$ cat config.mk
export PLATFORM = sky130hd
export DESIGN_NAME = fifo_write_ctrl
export DESIGN_NICKNAME = d
export VERILOG_FILES = /design/src/rtl/fifo_pkg.sv /design/src/rtl/gray_ptr_sync.sv /design/src/rtl/fifo_write_ctrl.sv
export SDC_FILE = /design/constraint.sdc
export NUM_CORES = 1
export LEC_CHECK = 0
export ABC_AREA = 0
export BUFFER_PORTS_ARGS = -buffer_cell sky130_fd_sc_hd__buf_2
export CAP_MARGIN = 40
export CORE_MARGIN = 2
export CORE_UTILIZATION = 35
export CTS_CLUSTER_DIAMETER = 150
export DETAILED_ROUTE_END_ITERATION = 10
export PLACE_DENSITY_LB_ADDON = 0.05
export SETUP_SLACK_MARGIN = 0.1
export SYNTH_ARGS = -nofsm -noshare
export SYNTH_HDL_FRONTEND = slang
export SYNTH_SLANG_ARGS = --single-unit
$ cat constraint.sdc
create_clock -name clk -period 3.2 [get_ports clk]
set_input_delay 0.64 -clock clk [delete_from_list [all_inputs] [get_ports clk]]
set_output_delay 0.64 -clock clk [all_outputs]
set_load 0.05 [all_outputs]
$ cat src/rtl/fifo_pkg.sv
// Shared FIFO helpers: pointer width rule and Gray/binary conversion.
// Functions operate on the widest legal pointer; callers zero-extend in and truncate out.
package fifo_pkg;

  localparam int unsigned MaxAddrW = 12;
  localparam int unsigned MaxPtrW  = MaxAddrW + 1;

  // Pointer width carries one wrap bit above the RAM address.
  function automatic int unsigned ptr_w(input int unsigned addr_width);
    return addr_width + 1;
  endfunction

  function automatic logic [MaxPtrW-1:0] bin2gray(input logic [MaxPtrW-1:0] b);
    return b ^ (b >> 1);
  endfunction

  // Zero-extended Gray input decodes correctly since the extension bits stay 0.
  function automatic logic [MaxPtrW-1:0] gray2bin(input logic [MaxPtrW-1:0] g);
    logic [MaxPtrW-1:0] b;
    b[MaxPtrW-1] = g[MaxPtrW-1];
    for (int i = int'(MaxPtrW) - 2; i >= 0; i--) begin
      b[i] = b[i+1] ^ g[i];
    end
    return b;
  endfunction

endpackage

$ cat src/rtl/gray_ptr_sync.sv
// Flop chain for a Gray-coded pointer crossing into this clock domain.
// Stages = 0 gives a pure pass-through for synchronous FIFOs.
module gray_ptr_sync #(
  parameter int unsigned Width  = 4,
  parameter int unsigned Stages = 0
) (
  input  logic             clk,
  input  logic             rst_n,
  input  logic [Width-1:0] d_i,
  output logic [Width-1:0] q_o
);

  if (Stages == 0) begin : g_bypass
    logic unused_clk_rst;
    assign unused_clk_rst = clk ^ rst_n;
    assign q_o = d_i;
  end else begin : g_chain
    logic [Width-1:0] sync_q [Stages];
    logic [Width-1:0] sync_d [Stages];

    // Shift each stage from its predecessor.
    always_comb begin
      sync_d[0] = d_i;
      for (int i = 1; i < int'(Stages); i++) begin
        sync_d[i] = sync_q[i-1];
      end
    end

    // Synchronous active-low reset clears every stage.
    always_ff @(posedge clk) begin
      for (int i = 0; i < int'(Stages); i++) begin
        if (!rst_n) begin
          sync_q[i] <= '0;
        end else begin
          sync_q[i] <= sync_d[i];
        end
      end
    end

    assign q_o = sync_q[Stages-1];
  end

endmodule

$ cat src/rtl/fifo_write_ctrl.sv
// Write-side FIFO controller: binary/Gray write pointers, full, almost-full,
// level and sticky overflow, against an optionally synchronised Gray read pointer.
module fifo_write_ctrl
  import fifo_pkg::*;
#(
  parameter int unsigned ADDR_WIDTH  = 3,
  parameter int unsigned SYNC_STAGES = 0,
  parameter int unsigned AF_THRESH   = 6
) (
  input  logic                  clk,
  input  logic                  rst_n,
  input  logic                  write_enable,
  input  logic [ADDR_WIDTH:0]   read_pointer_gray,
  input  logic                  overflow_clear,
  output logic                  write_enable_out,
  output logic [ADDR_WIDTH-1:0] write_pointer,
  output logic [ADDR_WIDTH:0]   write_pointer_gray,
  output logic                  full,
  output logic                  almost_full,
  output logic [ADDR_WIDTH:0]   level,
  output logic                  overflow
);

  localparam int unsigned PtrW = ptr_w(ADDR_WIDTH);
  localparam logic [PtrW-1:0] AfThresh = PtrW'(AF_THRESH);

  logic [PtrW-1:0] wbin_q, wbin_d;
  logic [PtrW-1:0] wgray_q, wgray_d;
  logic            overflow_q, overflow_d;
  logic [PtrW-1:0] rptr_s;
  logic [PtrW-1:0] rbin;

  gray_ptr_sync #(
    .Width  (PtrW),
    .Stages (SYNC_STAGES)
  ) u_rptr_sync (
    .clk   (clk),
    .rst_n (rst_n),
    .d_i   (read_pointer_gray),
    .q_o   (rptr_s)
  );

  // Status from registered write pointer and the (possibly delayed) read pointer.
  always_comb begin
    rbin             = PtrW'(gray2bin(MaxPtrW'(rptr_s)));
    // Full when the top two Gray bits differ and the rest match.
    full             = (wgray_q == {~rptr_s[PtrW-1:PtrW-2], rptr_s[PtrW-3:0]});
    level            = wbin_q - rbin;
    almost_full      = (level >= AfThresh);
    write_enable_out = write_enable & ~full & rst_n;
  end

  // Next-state: advance on accepted writes; overflow set beats clear.
  always_comb begin
    wbin_d     = wbin_q + {{(PtrW-1){1'b0}}, write_enable_out};
    wgray_d    = PtrW'(bin2gray(MaxPtrW'(wbin_d)));
    overflow_d = overflow_q;
    if (write_enable && full) begin
      overflow_d = 1'b1;
    end else if (overflow_clear) begin
      overflow_d = 1'b0;
    end
  end

  // State registers with synchronous active-low reset.
  always_ff @(posedge clk) begin
    if (!rst_n) begin
      wbin_q     <= '0;
      wgray_q    <= '0;
      overflow_q <= 1'b0;
    end else begin
      wbin_q     <= wbin_d;
      wgray_q    <= wgray_d;
      overflow_q <= overflow_d;
    end
  end

  assign write_pointer      = wbin_q[ADDR_WIDTH-1:0];
  assign write_pointer_gray = wgray_q;
  assign overflow           = overflow_q;

endmodule

---- Word-level counts from Yosys, hierarchy flattened ----
Index checks and enable logic that the tools add are counted.
Widths: inputs -> output; s select.
storage, ports and cells
  register bits ........................... 9
  latch bits .............................. 0
  RAM bits ................................ 0
  ROM bits ................................ 0
  output and inout bits ................... 15
  word-level logic and storage cells ...... 19
  memories kept ........................... 0
cells by class
  add/subtract/negate cells ............... 2
  multipliers ............................. 0
  divide/modulo/power cells ............... 0
  order comparisons ....................... 1
  equality and inequality tests ........... 1
  shifts and indexed selects .............. 0
  mux-type cells .......................... 2
  bitwise gates (word level) .............. 8
  reduce and logical (&&, ||, !) cells .... 2
operator list
  kind                count
  $add 4x1->4         1
  $eq 4x4->1          1
  $ge 4x3->1 const B  1
  $sub 4x4->4         1
  $xor 4x3->4         1
  $xor 1x1->1         3
  $and 1x1->1         2
  $mux 1              2
  $not 2->2           1
  $reduce_bool 2->1   1
  $logic_and 1x1->1   1
  $not 1->1           1

---- Depth between registers and ports, before layout ----
Gate-level depths: netlist (run 1).
  depth after elaboration ................. 7
  depth in mapped cells ................... 9

---- By module ----
A second synthesis (run 1) with hierarchy kept.
second synthesis, totals
  cells, all modules ...................... 58
  area, all modules ....................... 543.0 um2
modules (own cells, without submodules)
  module           times used  cells an instance  area each (um2)  seq. area each (um2)
  fifo_write_ctrl  1           54                 513.0            160.2
  gray_ptr_sync    1           4                  30.0             0.0

---- Worst setup path after synthesis (run 1) ----
Ideal clock, no wire load.
  kind .................................... input to output
  start point ............................. input port read_pointer_gray[2]
  end point ............................... output port almost_full
  arrival time ............................ 3289 ps
  required time ........................... 2560 ps
  path slack .............................. -729 ps
  stages .................................. 9
  cell sequence ........................... xnor2_2 > xor2_1 > xnor2_1 > ha_1 > inv_1 > fa_1 > xor2_1 > nand2_1 > o21ai_0
between the ends
  word-level cells in the longest chain between the ends .. 5
ends and longest elaborated chain
  what                       line                   text
  from (decl)                fifo_write_ctrl.sv:13  input logic [ADDR_WIDTH:0] read_pointer_gray,
  $xor 1x1->1 *              fifo_pkg.sv:22         b[i] = b[i+1] ^ g[i];
  $xor 1x1->1 (2 in series)  fifo_pkg.sv:22
  $sub 4x4->4 *              fifo_write_ctrl.sv:48  level = wbin_q - rbin;
  via level[2]               fifo_write_ctrl.sv:20  output logic [ADDR_WIDTH:0] level,
  $ge 4x3->1 *               fifo_write_ctrl.sv:49  almost_full = (level >= AfThresh);
  to (decl)                  fifo_write_ctrl.sv:19  output logic almost_full,
Mark *: on every way through the listed nets, which the timed path passes. The rest lies on a longest branch.

---- Worst setup path after layout (run 1) ----
  start point ............................. input port read_pointer_gray[2]
  end point ............................... output port almost_full
between the ends
  word-level cells in the longest chain between the ends .. 5
ends and longest elaborated chain
  what                       line
  $xor 1x1->1 *              fifo_pkg.sv:22
  $xor 1x1->1 (2 in series)  fifo_pkg.sv:22
  $sub 4x4->4 *              fifo_write_ctrl.sv:48
  $ge 4x3->1 *               fifo_write_ctrl.sv:49
Every way passes the cells marked *; elsewhere a longest branch is shown, timed or not.

==> results.md, run 1 <==
- The number of max-slew violations in the final report is 0.
- The startpoint type of the worst setup path is a primary input.
- Summed over all nets, the half-perimeter wirelength after detailed placement is 843.9 um.
- Summing all non-filler instances in the final layout gives an area of 773.2 um2.
- The synthesized flop and latch total is 8.
- The largest net degree at the start of global routing is 11.
- In this run the cell area measured after placement is 703.2 um2.
- The maximum level of the CTS H-tree is 1.
- The effective utilization at floorplan is 0.3846.
- Setup repair after global routing could not meet its margin everywhere.
- By area the synthesized netlist is led by sky130_fd_sc_hd__dfxtp_1 31%, sky130_fd_sc_hd__xor2_1 14%, sky130_fd_sc_hd__ha_1 12%, sky130_fd_sc_hd__and2_1 7.3%, sky130_fd_sc_hd__xnor2_1 6.8%.
- Timing would allow up to 0.3331 GHz.
- After detailed routing, the average wire length per cell comes to 10.37 um.
- The detailed-route vias per instance is 4.663.
- The number of global-route vias before repair is 428.
- The synthesized netlist occupies a cell area of 513.0 um2.
- The worst-skew pair later-pin latency is 250 ps.
- The share of synthesized area in the top cell type comes to 0.3122.
- The completed layout was analyzed and its total power is 0.3927 mW.
- Of the total synthesized cell area, the portion taken by full adders, half adders and majority gates is 0.1610.
- The power per unit of standard cell area is 507.9 mW/mm2.
- The number of DRC markers in iteration 0 is 0.
- Summed over all layers, the routed wires come to 1016 um.
- The number of instances in the synthesized netlist is 54.
- The number of max-capacitance violations reported is 0.
- The buffer type at the clock tree root is sky130_fd_sc_hd__clkbuf_4.
- The first global-routing pass estimated 1752 um of wire.
- The final weighted congestion in routability-driven placement is 0.7255.
- The filler cell count is 132.
- Setup violations remaining at the end of the flow were counted as 0.
- The total grt overflow is 0.
- The post-layout minimum cycle time is 3002 ps.
- The horizontal extent of the die is 42.29 um.
- The total nets after synthesis is 68.
- The cell type with the highest aggregate area in the netlist is sky130_fd_sc_hd__dfxtp_1.
- The leakage power of the design is 0.4041 nW.
- Leaving out fill and tap cells, the most frequent cell in the layout is sky130_fd_sc_hd__buf_2.
- The initial antenna violation count is 0.
- Row generation in the floorplan step produced 13 rows.
- The critical path arrival is 2360 ps.
- The number of hold buffers added after cts is 0.
- The area growth from synthesis to layout is 50.73%.
- After detailed routing, the number of remaining DRC violations is 0.
- The class of the tightest hold or removal check is reg -> reg.
- TritonCTS built the clock tree.
- The data required time at the worst endpoint is 2560 ps.
- Across every metal layer, demand over resource in global routing totals 0.1269.
- The start point of the critical path is read_pointer_gray[2].
- STA classifies the critical path endpoint as an output pin.
- The startpoint identified for the worst register-to-register timing path is wbin_q[3].
- For this run, the detailed router's first-pass iteration total came to 1.
- The die covers 0.001788 mm2.
- In the layout the commonest cells are 19 x sky130_fd_sc_hd__buf_2, 8 x sky130_fd_sc_hd__dfxtp_1, 6 x sky130_fd_sc_hd__xor2_1, 6 x sky130_fd_sc_hd__and2_1.
- Once layout is complete, the utilization of the core stands at 0.5797.
- The post-synthesis share of cell area spent on and, or, nand and nor gates is 0.2122.
- The compound-gate portion of the synthesized area was 0.05610.
- The clock skew is 7.342 ps.
- The synthesized area per cell is 9.500 um2.
- In this run, CTS created clock tree buffers numbering 3.
- Of the synthesized area, sequential elements account for 0.3122.
- In this run the vertical extent of the chip is 42.29 um.
- Summed over all failing endpoints, the final setup total negative slack is 0 ps.
- The count of buffers inserted at the top-level ports is 22.
- For the pin with the worst max-slew slack, the measured transition is 304.4 ps.
- The run finished with clean final reports.
- In the finished design, the share of the clock period the worst path needs comes to 0.9381.
- The source of the worst hold timing path is overflow.
- VDD sags by at most 0.2287 mV.
- The category of the critical setup timing path is in -> out.
- Counting distinct cell types in the post-synthesis netlist gives 18.
- The total number of yosys warnings is 0.
- The final number of hold-violating endpoints is 0.
- The number of antenna diodes in the final layout is 0.
- No sink is reached through more buffers than the 2 on the longest clock path.
- The count of nets left with antenna violations once routing finished came out at 0.
- The tightest slew margin relative to the limit is 0.7971.
- Of the cells placed in the final design, the portion with a size suffix greater than 1 is 0.4699.
- 23 I/O pins were placed.
- Of the total synthesized cell area, the portion taken by XOR and XNOR cells is 0.2366.
- The multiplexer share of the synthesized area is 0.
- The number of nets at the end of the flow is 99.
- Clock-pin slew was measured on the worst setup and hold paths at 50 ps.
- The largest fanout on the critical path is 2.
- The detailed-route via count is 457.
- Clock tree synthesis found a total of 8 sinks.
- The core region is 0.001334 mm2.
- After synthesis, the largest family of logic cells by area is XOR/XNOR gates.
## stage by stage
step                std cells  hold WS [ps]  setup WS [ps]
floorplan                  54         761.7          136.8
global placement           92         545.0          66.99
detailed placement         92         564.3          39.96
CTS                        97         578.4          106.4
global route               98         622.9          94.87
finish                     98         568.8          198.2
## path summary, 6_finish.rpt
path | slack (ps) | cells after the start | end
max | 200 | 11 | almost_full
min | 570 | 3 | overflow
max reg2reg | 1140 | 8 | write_pointer_gray[1]
min reg2reg | 570 | 3 | overflow
## Yosys cell counts, drive strengths merged
library cell and n:
and3 1, nand2 4, nand3b 1, xor2 8, and3b 1, nor2 3
dfxtp 8, nand3 2, xnor2 5, a31o 1, and4 1, fa 1
a21oi 3, o21ai 1, and2 6, ha 5, inv 3
## cells by family (layout without fill, tap and decap cells)
kind of cell	Yosys count	after routing
adder cells (fa/ha/maj)	6	6
AND/OR/NAND/NOR	19	19
flip-flops	8	8
buffers and inverters	3	32
XOR/XNOR	13	13
AO/OA/AOI/OAI	5	5
## final cells by class
class,instances,area [um2],area share
Multi-Input combinational cell,43,397.9,0.5146
Timing Repair Buffer,26,162.7,0.2104
Tap cell,15,18.77,0.02427
Sequential cell,8,160.2,0.2071
Clock buffer,3,22.52,0.02913
Inverter,3,11.26,0.01456
## sequential cells by signal (all words and copies together), names as in the netlist
| register | count |
|---|---|
| overflow | 1 |
| wbin_q | 4 |
| write_pointer_gray | 3 |
## power breakdown
group | internal [mW] | switching (mW)
logic | 0.0725 | 0.138
clock network | 0.0428 | 0.0323
registers | 0.104 | 0.00330
## worst max-delay path: stages
cell,delay (ps)
sky130_fd_sc_hd__buf_8,100
sky130_fd_sc_hd__xnor2_4,190
sky130_fd_sc_hd__xor2_2,180
sky130_fd_sc_hd__xnor2_1,150
sky130_fd_sc_hd__ha_2,220
sky130_fd_sc_hd__inv_2,40
sky130_fd_sc_hd__fa_2,390
sky130_fd_sc_hd__xor2_4,170
sky130_fd_sc_hd__nand2_2,80
sky130_fd_sc_hd__o21ai_4,50
sky130_fd_sc_hd__buf_6,150
## routing by layer
metal  track usage  vias to the layer above  wire, um
li1              -                      236         -
met1        0.1658                      206       433
met2        0.2000                       15       523
met3       0.01293                        0        59
met4       0.07500                        0         0
met5             0                        -         0
## timing repair
action | 4_1_cts | 5_1_grt
pin swaps | 3 | 6
setup buffers | 2 | 1
endpoints found under the hold margin | 0 | 0
resized for setup | 2 | 9
setup endpoints to repair | 1 | 2
(Power assumes the default switching activity.)
==> inputs of run 2 (changes only) <==
--- a/config.mk
+++ b/config.mk
@@ -12,7 +12,7 @@
 export CORE_UTILIZATION = 35
 export CTS_CLUSTER_DIAMETER = 150
 export DETAILED_ROUTE_END_ITERATION = 10
-export PLACE_DENSITY_LB_ADDON = 0.05
+export PLACE_DENSITY_LB_ADDON = 0.2
 export SETUP_SLACK_MARGIN = 0.1
 export SYNTH_ARGS = -nofsm -noshare
 export SYNTH_HDL_FRONTEND = slang
==> run 2 against run 1 <==
Maximum frequency fell by 0.17%. Sequential share of layout area up 0.62 points. Clock power increased by 0.9%. Core utilization decreased by 1.7 points. Highest routed layer is now met4. Flip-flop and latch count unchanged. Largest cell class unchanged. Via count down 3.3%. Register-to-register slack hardly changed. Non-clock buffer count down 3. Combinational power shrank 2%.
==> results.md, run 2 (same netlist as run 1, synthesis figures left out) <==
- The total power came to 0.3882 mW (-1.1%).
- The post-route antenna net violation count is 0 (unchanged).
- The number of max-slew violations in the final report was 0 (unchanged).
- The class of the tightest hold or removal check is reg -> reg.
- The routed wire length is 1013 um (-0.30%).
- The detailed-route vias per instance is 4.653 (-0.23%).
- The proportion of layout cells with a drive suffix above 1 is 0.4500 (-0.01988).
- The final total negative setup slack came to 0 ps (unchanged).
- The final weighted congestion in routability-driven placement is 0.7328 (+1.0%).
- The critical path arrival came to 2370 ps (about the same).
- The achievable clock frequency was 0.3326 GHz (-0.17%).
- The horizontal extent of the die is 42.29 um (unchanged).
- The category of the critical setup timing path is in -> out.
- The transition time at the pin with the least slew margin is 320.8 ps (+16.43 ps).
- The startpoint type of the worst setup path is a primary input.
- Setup repair after global routing could not meet its margin everywhere.
- The maximum level of the CTS H-tree is 1 (unchanged).
- The overall track demand over capacity in global routing is 0.1346 (+0.007747).
- The initial antenna violation count is 0 (unchanged).
- The worst-case register-to-register setup slack is 1150 ps (about the same).
- The flip-flop count of the largest register, all copies and words added was 4 (unchanged).
- The sum of net half-perimeters after detailed placement is 876.9 um (+3.9%).
- The tightest slew margin relative to the limit is 0.7861 (-0.01095).
- The number of DRC markers in iteration 0 came to 5 (+5).
- The clock sink count is 8 (unchanged).
- The number of buffers created by CTS came to 3 (unchanged).
- The first-pass GRT wire length was 1780 um (+1.6%).
- The run finished with clean final reports.
- The detailed-route via count is 442 (-3.3%).
- The number of max-capacitance violations reported came to 0 (unchanged).
- The register bank with the most flops is wbin_q.
- The largest voltage drop on the vdd net is 0.1764 mV (-23%).
- The antenna diode count is 0 (unchanged).
- The clock transition at the registers of the reported paths is 50 ps (about the same).
- The core box area is 0.001334 mm2 (unchanged).
- The largest net degree at the start of global routing is 11 (unchanged).
- The post-layout minimum cycle time is 3007 ps (+5.064 ps).
- The post-route clock period utilization is 0.9397 (+0.001582).
- The buffer depth of the longest clock path came to 2 (unchanged).
- The filler cell count was 125 (-5.3%).
- The critical path starts at read_pointer_gray[3].
- The number of placement rows is 13 (unchanged).
- The most critical setup path has its endpoint at almost_full.
- The total grt overflow is 0 (unchanged).
- The number of nets at the end of the flow is 96 (-3.0%).
- The count of buffers inserted at the top-level ports was 22 (unchanged).
- The number of endpoints failing setup at the final stage is 0 (unchanged).
- The die span in y is 42.29 um (unchanged).
- The most common cell after layout, fill and taps aside is sky130_fd_sc_hd__buf_2.
- The effective utilization at floorplan is 0.3846 (unchanged).
- In this run the critical register-to-register path is captured at write_pointer_gray[1].
- The first-pass iteration count of the detailed router is 3 (+2).
- TritonCTS built the clock tree.
- The average routed wire per standard cell is 10.66 um (+2.9%).
- STA classifies the critical path endpoint as an output pin.
- Leaving out fill and tap cells, the most frequent cells in the layout are 19 x sky130_fd_sc_hd__buf_2, 8 x sky130_fd_sc_hd__dfxtp_1, 6 x sky130_fd_sc_hd__xor2_1, 6 x sky130_fd_sc_hd__and2_1.
- The final number of hold-violating endpoints is 0 (unchanged).
- The total die area was 0.001788 mm2 (unchanged).
- The startpoint of the worst-slack reg-to-reg timing path is wbin_q[3].
- The area growth from synthesis to layout is 46.34%.
- The path depth of the worst reg2reg path came to 8 (unchanged).
- The worst-skew pair later-pin latency is 250 ps (about the same).
- The power per unit of standard cell area came to 517.1 mW/mm2 (+1.8%).
- The leakage power of the design is 0.3897 nW (-3.6%).
- The data required time at the worst endpoint was 2560 ps (about the same).
- The clock skew is 1.355 ps (-5.987 ps).
- The number of top-level pins is 23 (unchanged).
- The largest fanout on the critical path is 2 (unchanged).
- The number of design rule violations left after detail routing is 0 (unchanged).
- The cell sitting at the root of the clock tree is a sky130_fd_sc_hd__clkbuf_4.
- The number of global-route vias before repair came to 410 (-4.2%).
-- run 2: layout make-up --
class,count,area (um2),area share
flip-flops and latches,8,160.2,0.2133
inverters,3,11.26,0.01500
repair buffers,23,140.1,0.1867
well taps,15,18.77,0.02500
clock buffers,3,22.52,0.03000
multi-input cells,43,397.9,0.5300
-- run 2: critical path, stage by stage --
cell                      delay (ps)
sky130_fd_sc_hd__buf_8           110
sky130_fd_sc_hd__xnor2_4         180
sky130_fd_sc_hd__xor2_2          190
sky130_fd_sc_hd__xnor2_1         150
sky130_fd_sc_hd__ha_2            200
sky130_fd_sc_hd__inv_2            40
sky130_fd_sc_hd__fa_2            390
sky130_fd_sc_hd__xor2_4          150
sky130_fd_sc_hd__nand2_2          80
sky130_fd_sc_hd__o21ai_4          60
sky130_fd_sc_hd__buf_6           170
-- run 2: worst min-delay path by stage --
stage,endpoint,from,cells after the start
floorplan,wbin_q[0],rst_n,1
global placement,overflow,overflow,3
detailed placement,overflow,overflow,3
CTS,overflow,overflow,3
global route,overflow,overflow,3
finish,overflow,overflow,3
-- run 2: repair_timing --
item                                    CTS  global route
buffers inserted                          0             0
endpoints found under the setup margin    1             2
hold buffers                              0             0
pin swaps                                 0             6
gates resized for setup                   1             9
-- run 2: stage by stage --
step	setup WS [ps]	instance area [um2]	cells	hold WS, ps	utilization
final	193.1	750.7	95	558.8	0.5629
after global routing	81.66	750.7	95	574.5	0.5629
after global placement	119.7	703.2	92	547.6	0.5272
after detailed placement	73.55	703.2	92	548.6	0.5272
after CTS	130.2	728.2	95	560.7	0.5460
after floorplan	136.8	566.8	54	761.7	-
-- run 2: metal layers --
| metal | GRT usage | wire (um) |
|---|---|---|
| met3 | 0.02586 | 45 |
| met2 | 0.2246 | 526 |
| met5 | 0 | 0 |
| met1 | 0.1597 | 424 |
| met4 | 0.07500 | 17 |
-- run 2: power breakdown --
group / switching, mW / internal [mW] / total (mW)
logic: 0.138 / 0.0673 / 0.205
clock network: 0.0330 / 0.0428 / 0.0758
registers: 0.00353 / 0.104 / 0.107
total: 0.174 / 0.214 / 0.388
